[src/rtl/serial_ripple_subtractor.sv]
// serial_ripple_subtractor: 32-bit a - b - bin, one 4-bit ripple slice per clock.
// Define SUB_SIGNED_OVF_EN to generate the registered signed-overflow flag.
module serial_ripple_subtractor (
    input  logic        clk,
    input  logic        rst,
    input  logic        start,
    input  logic [31:0] a,
    input  logic [31:0] b,
    input  logic        bin,
    output logic [31:0] diff,
    output logic        bout,
    output logic        zero,
    output logic        ovf,
    output logic        busy,
    output logic        done
);
    typedef enum logic [1:0] {IDLE, RUN, DONE} state_t;
    state_t      state_q;
    logic [31:0] a_q, b_q, diff_q, diff_d;
    logic [2:0]  cnt_q;
    logic        br_q, bout_q, zero_q, busy_q, done_q, last;
    logic [3:0]  x, y, d;
    logic [4:0]  br;

    assign last = state_q == RUN && cnt_q == 3'd7;

    always_comb begin
        x = a_q[{cnt_q, 2'b00} +: 4];
        y = b_q[{cnt_q, 2'b00} +: 4];
        d = '0;
        br = '0;
        br[0] = br_q;
        for (int i = 0; i < 4; i++) begin
            d[i] = x[i] ^ y[i] ^ br[i];
            br[i+1] = (~x[i] & y[i]) | (~(x[i] ^ y[i]) & br[i]);
        end
        diff_d = diff_q;
        diff_d[{cnt_q, 2'b00} +: 4] = d;
    end

    always_ff @(posedge clk) begin
        if (rst) begin
            state_q <= IDLE;
            a_q     <= '0;
            b_q     <= '0;
            diff_q  <= '0;
            cnt_q   <= '0;
            br_q    <= 1'b0;
            bout_q  <= 1'b0;
            zero_q  <= 1'b0;
            busy_q  <= 1'b0;
            done_q  <= 1'b0;
        end else begin
            case (state_q)
                IDLE: begin
                    done_q <= 1'b0;
                    if (start) begin
                        a_q     <= a;
                        b_q     <= b;
                        br_q    <= bin;
                        cnt_q   <= '0;
                        busy_q  <= 1'b1;
                        state_q <= RUN;
                    end
                end
                RUN: begin
                    diff_q <= diff_d;
                    br_q   <= br[4];
                    cnt_q  <= cnt_q + 3'd1;
                    if (last) begin
                        bout_q  <= br[4];
                        zero_q  <= diff_d == 32'd0;
                        busy_q  <= 1'b0;
                        done_q  <= 1'b1;
                        state_q <= DONE;
                    end
                end
                DONE: begin
                    done_q  <= 1'b0;
                    state_q <= IDLE;
                end
                default: state_q <= IDLE;
            endcase
        end
    end

`ifdef SUB_SIGNED_OVF_EN
    logic ovf_q;
    always_ff @(posedge clk) begin
        if (rst) ovf_q <= 1'b0;
        else if (last) ovf_q <= (a_q[31] != b_q[31]) && (diff_d[31] != a_q[31]);
    end
    assign ovf = ovf_q;
`else
    assign ovf = 1'b0;
`endif

    assign diff = diff_q;
    assign bout = bout_q;
    assign zero = zero_q;
    assign busy = busy_q;
    assign done = done_q;
endmodule

[config.mk]
export PLATFORM = sky130hd
export DESIGN_NAME = serial_ripple_subtractor
export DESIGN_NICKNAME = d
export VERILOG_FILES = /design/src/rtl/serial_ripple_subtractor.sv
export SDC_FILE = /design/constraint.sdc
export NUM_CORES = 1
export LEC_CHECK = 0
export ABC_AREA = 0
export BUFFER_PORTS_ARGS = -buffer_cell sky130_fd_sc_hd__buf_2
export CAP_MARGIN = 30
export CORE_ASPECT_RATIO = 0.6
export CORE_MARGIN = 2
export CORE_UTILIZATION = 58
export DETAILED_ROUTE_END_ITERATION = 8
export HOLD_SLACK_MARGIN = 0.06
export PLACE_DENSITY = 0.84
export SETUP_SLACK_MARGIN = 0.4
export SYNTH_ARGS = -nofsm -noshare
export SYNTH_HDL_FRONTEND = slang
export SYNTH_SLANG_ARGS = --single-unit
[constraint.sdc]
create_clock -name clk -period 7 [get_ports clk]
set_clock_uncertainty 0.05 [all_clocks]
set_input_delay 0.35 -clock clk [delete_from_list [all_inputs] [get_ports clk]]
set_output_delay 0.35 -clock clk [all_outputs]
set_load 0.02 [all_outputs]
=== Word level (Yosys, flattened, before mapping) ===
Index checks and enable logic that the tools add are counted.

* Bits in registers: 106
* Latch bits: 0
* Bits in writable memories: 0
* Bits in read-only memories: 0
* Input port bits: 68
* Output and inout port bits: 37
* Logic and storage cells: 74
* Memories kept: 0

* Add/subtract/negate cells: 2
* Multiply operators: 0
* Divide/modulo/power cells: 0
* Order comparisons: 0
* Eq/ne operators: 5
* Shifts and indexed selects: 4
* Mux-type cells: 13
* Bitwise gates (word level): 28
* Reduce and logical (&&, ||, !) cells: 12

{| class="wikitable"
|+ Operators with widths
! kind !! count
|-
| $shiftx 32x6->4 || 2
|-
| $bwmux 32 || 1
|-
| $logic_not 32->1 || 1
|-
| $shift 4x7->32 const A || 1
|-
| $shiftx 4x7->32 || 1
|-
| $reduce_and 2->1 || 5
|-
| $and 1x1->1 || 8
|-
| $not 1->1 || 8
|-
| $xor 1x1->1 || 8
|-
| $neg 5->7 || 1
|-
| $pmux 1 s2 || 3
|-
| $pmux 3 s2 || 1
|-
| $mux 1 || 4
|-
| $mux 2 || 2
|-
| $ne 2x2->1 const B || 2
|-
| $or 1x1->1 || 4
|-
| $pmux 2 s2 || 1
|-
| $reduce_bool 2->1 || 2
|-
| $add 3x1->3 const B || 1
|-
| $eq 3x3->1 const B || 1
|-
| $mux 3 || 1
|-
| $reduce_and 3->1 || 1
|-
| $eq 2x1->1 const B || 1
|-
| $eq 2x2->1 const B || 1
|-
| 3 further kinds || 3
|}

=== Depth between registers and ports, before layout ===
* Word-level depth: 13
* Mapped depth: 17
* Gate-level depth less buffers: 15

=== Worst setup path before layout ===
Ideal clock, no wire load.

* Path type: reg2reg
* Start point: register cnt_q[0]
* End point: register zero_q (netlist: zero)
* Setup time: 0.069 ns
* Arrival time: 4.088 ns
* Required time: 6.881 ns
* Setup slack: 2.793 ns
* Stages on the path, launching flop included: 17
* Buffers on the path: 3
* Period minus slack after synthesis: 4.207 ns
* Cells stage by stage: dfxtp_1 -> buf_2 -> buf_2 -> mux4_2 -> mux2i_1 -> fa_1 -> inv_1 -> fa_1 -> fa_1 -> inv_1 -> fa_1 -> clkbuf_1 -> nand2_1 -> o32a_1 -> a222oi_1 -> nand4_1 -> o21ai_1

* Longest elaborated chain between the ends: 13
* Elaborated cells on any way between the ends: 33
* Those cells by class: add/sub (1); eq/ne (1); shift (4); mux (1); bitwise (23); reduce/logical (3)

{| class="wikitable"
|+ Ends and longest elaborated chain
! item !! line !! text
|-
| from (decl) || 20 || <nowiki>logic [2:0] cnt_q;</nowiki>
|-
| from (signal assigned) || 69 || <nowiki>cnt_q <= cnt_q + 3'd1;</nowiki>
|-
| $shiftx 32x6->4 (on tied branches) || 28, 29 ||
|-
| $xor 1x1->1 || 34, 35 ||
|-
| $not 1->1 || 35 || <nowiki>br[i+1] = (~x[i] & y[i]) | (~(x[i] ^ y[i]) & br[i]);</nowiki>
|-
| $and 1x1->1 || 35 ||
|-
| $or 1x1->1 || 35 ||
|-
| $and 1x1->1 || 35 ||
|-
| $or 1x1->1 || 35 ||
|-
| $and 1x1->1 || 35 ||
|-
| $or 1x1->1 || 35 ||
|-
| $xor 1x1->1 || 34 || <nowiki>d[i] = x[i] ^ y[i] ^ br[i];</nowiki>
|-
| $shiftx 4x7->32 || 38 || <nowiki>diff_d[{cnt_q, 2'b00} +: 4] = d;</nowiki>
|-
| $bwmux 32 || 38 ||
|-
| $logic_not 32->1 || 72 || <nowiki>zero_q <= diff_d == 32'd0;</nowiki>
|-
| to (signal assigned) || 50 || <nowiki>zero_q <= 1'b0;</nowiki>
|-
| to (signal assigned) || 72 ||
|-
| to (decl) || 21 || <nowiki>logic br_q, bout_q, zero_q, busy_q, done_q, last;</nowiki>
|}

Parallel ways exist; a longest one is shown, timed or not.
A chain may end at the register's enable or synchronous reset.

=== Final worst setup path ===
Same ends and word-level chain as after synthesis.

==> summary.txt <==
Final layout
  – Antenna cell count: 0
  – Reg area: approximately 2100 um^2
  – Area grow syn2layout: 18.5%
  – Layout cells sized above 1: 22.6%
  – Finished Core Util: 71.7%
  – Nets: 732
  – Footprint of the multi-input gates: between 2000 and 2500 um^2
  – Fillers: roughly 630

Synthesis
  – Yosys top cell by area: dfxtp_1
  – Syn avg cell area: 8.37 um^2
  – Flops & latches, synth: 106
  – Commonest cells in the netlist: nand2_1 (159), dfxtp_1 (106), a21oi_1 (87), nor2_1 (52), clkbuf_1 (32)
  – EDFF count, synth: 0
  – Synth area leaders: dfxtp_1 (44%), nand2_1 (12%), a21oi_1 (9.0%)
  – Mapped cell area: about 4800 um^2
  – Sequential share of the synthesized area: 43.9%
  – Most frequent cell after synthesis: nand2_1
  – Share of the synthesized area in the top cell type: 43.9%
  – Fraction of registers with async set/reset: 0%
  – Post-Synthesis Cells: 577
  – Mapped Nets: 656
  – Main synth FF type: dfxtp_1
  – Distinct cell type count after synthesis: 50
  – Synth Warn #: 0

Power and ir drop
  – Sw power: 0.376 mW
  – Sw Ratio: 26.9%
  – Leakage power: 2.35 nW
  – Combinational fraction of design power: 15.1%
  – Pint: 1.02 mW
  – VDD IR-drop max: 0.000146 V
  – Clock power share: approximately two fifths
  – Seq pwr share: 46.4%
  – Pwr per Cell Area: 244 nW/um^2

Critical path
  – Crit path cell chain: buf_4 -> mux4_2 -> nand2_1 -> nand2_1 -> fa_1 -> inv_1 -> fa_1 -> fa_1 -> inv_1 -> fa_1 -> nand2_1 -> o32a_1 -> a222oi_1 -> nand4_1 -> o21ai_1
  – R2R Path Start: cnt_q[0]$_SDFFE_PP0P_
  – CP Launch Type: flop
  – R2R cell count: 15
  – Top cell by count, worst path: fa_1
  – R2r setup slk: roughly 2.3 ns
  – R2R Path End: zero$_SDFFE_PP0P_
  – Worst EP required: 7.23 ns
  – Critical-path top delay cell: fa_1
  – Crit end category: flop
  – CP Max Fanout: 20
  – CP max stage delay: 0.80 ns
  – WS Path Type: reg -> reg
  – CP arrival: 4.94 ns

Status
  – Status: finished, final reports clean

Hold path
  – Hold path depth: 2
  – Worst Hold Class: in -> reg
  – HP Start: rst
  – WHS Endpoint: b_q[26]$_SDFFE_PP0P_

Clock tree
  – Gates resized, CTS repair: 0
  – CTS tree: yes
  – TritonCTS Buffers: 9
  – CTS hold repair buffers: 0
  – Sinks on the clock net: 106
  – Post-CTS setup buffers: 0
  – Max Root-Sink Buffers: 2
  – Clock root buffer: clkbuf_16
  – H-tree depth: 3
  – Skew-Pair Late Insertion Delay: 0.35 ns
  – CTS clk-pin slew, worst paths: 0.07 ns

Run
  – Max-cap violations: 0

Placed design
  – GP Congestion: 0.933
  – IO Port Bufs: 103
  – Hpwl dp: 8710 um

Route
  – Post-DR vias/cell: roughly 5.9
  – Routed WL: 13000 um
  – Drt drc: 0
  – DR vias: approximately 4500
  – DR pass1 iterations: 6
  – DR WL/cell: approximately 17 um
  – Iteration-0 DRC Markers: around 500
  – ANT nets after route: 0

STA
  – Worst slew pin tran: 1.01 ns
  – Setup TNS: 0 ns
  – Final hold slack: 0.159 ns
  – Max-slew violation count: 0
  – Setup-violating endpoint count in the final report: 0
  – Min Tclk post-route: 4.72 ns
  – Fin crit share: 67.4%
  – Final Hold Fails: 0
  – RSZ-0062 raised after global routing: no
  – FMAX: ~210 MHz
  – Rel. slew slack: 31.8%

Floorplanning
  – Die height: 74.7 um
  – Row cnt: 25
  – Core area: 7980 um^2
  – Boundary Pins: 105
  – Die X-Extent: 122 um
  – Initial core utilization: a little over 60%
  – Full die area: slightly above 9000 um^2

Global route
  – Overflow after GRT: 0
  – Largest net degree at the start of global routing: 108
  – Antenna violations before repair: 0
  – First-pass GRT wire length: 20400 um
  – Number of global-route vias before repair: 4185
  – All-Layer GR Usage: 29.2%
[flip-flops by register name (all words and copies together), names as in the netlist]
signal   count
a_q         32
done         1
b_q         32
br_q         1
diff        32
cnt_q        3
state_q      2
busy         1
bout         1
zero         1
[cell usage in the layout (no fill, tap or decap), types with 5 or more instances in the layout]
| cell type | Yosys | final |
|---|---|---|
| mux2i_1 | 20 | 20 |
| ha_1 | 7 | 7 |
| nand3_1 | 7 | 7 |
| dfxtp_1 | 106 | 106 |
| inv_1 | 8 | 8 |
| clkbuf_16 | 0 | 9 |
| a211oi_1 | 5 | 5 |
| nor2_1 | 52 | 52 |
| mux4_2 | 16 | 16 |
| a21oi_1 | 87 | 87 |
| buf_2 | 5 | 102 |
| o21ai_0 | 17 | 17 |
| nand2_1 | 159 | 158 |
[worst max path at each step]
stage	end	start	slack, ns	depth (start not counted)
final	zero$_SDFFE_PP0P_	cnt_q[0]$_SDFFE_PP0P_	2.28	15
after global routing	zero$_SDFFE_PP0P_	cnt_q[0]$_SDFFE_PP0P_	2.03	15
after CTS	zero$_SDFFE_PP0P_	cnt_q[0]$_SDFFE_PP0P_	2.41	15
after detailed placement	zero$_SDFFE_PP0P_	cnt_q[0]$_SDFFE_PP0P_	2.46	15
after global placement	zero$_SDFFE_PP0P_	cnt_q[0]$_SDFFE_PP0P_	2.71	15
after floorplan	zero$_SDFFE_PP0P_	cnt_q[0]$_SDFFE_PP0P_	2.79	16
[through the flow]
stage	setup slack (ns)	power [mW]	area, um^2	cells
after floorplan	2.79	0.794	4830	577
after global placement	2.71	0.846	5310	746
after detailed placement	2.46	0.860	5350	748
after CTS	2.41	1.39	5670	764
after global routing	2.03	1.45	5720	766
final	2.28	1.40	5720	766
[cell families (layout without fill, tap and decap cells)]
| kind of cell | after synthesis | after routing | synth area share, % |
|---|---|---|---|
| compound gates | 126 | 126 | 14.9 |
| fa+ha+maj | 11 | 11 | 3.47 |
| buf+inv | 52 | 133 | 4.56 |
| flops | 106 | 106 | 43.9 |
| mux | 37 | 37 | 11.8 |
| other cells | 1 | 1 | 0.0777 |
| simple gates | 244 | 244 | 21.2 |
[cell type report]
class,instances,share of cell area [%]
well taps,108,2.36
flip-flops and latches,106,37.1
clock inverters,7,1.64
clock buffers,9,3.94
inverters,9,0.591
repair buffers,108,10.8
multi-input cells,419,43.5
[layer usage]
layer	global-route usage [%]	wire length [um]
met2	44.1	5560
met1	40.3	5860
met4	11.4	301
met5	0	0
met3	8.41	1270
[power groups by stage]
| stage | combinational, mW | clock, mW | sequential (mW) |
|---|---|---|---|
| 2_1_floorplan | 0.136 | 0 | 0.658 |
| 3_3_place_gp | 0.185 | 0 | 0.662 |
| 3_5_place_dp | 0.197 | 0 | 0.663 |
| 4_1_cts | 0.200 | 0.545 | 0.649 |
| 5_1_grt | 0.230 | 0.567 | 0.651 |
| 6_report | 0.212 | 0.538 | 0.648 |
[critical path: cells and delay by family, from the launching register on]
kind,cells,cell delay [ns]
AND/OR/NAND/NOR,4,0.47
adder cells (fa/ha/maj),4,1.52
flip-flops,1,0.66
AO/OA/AOI/OAI,3,0.87
multiplexers,1,0.55
buffers and inverters,3,0.52
(Power assumes the default switching activity.)
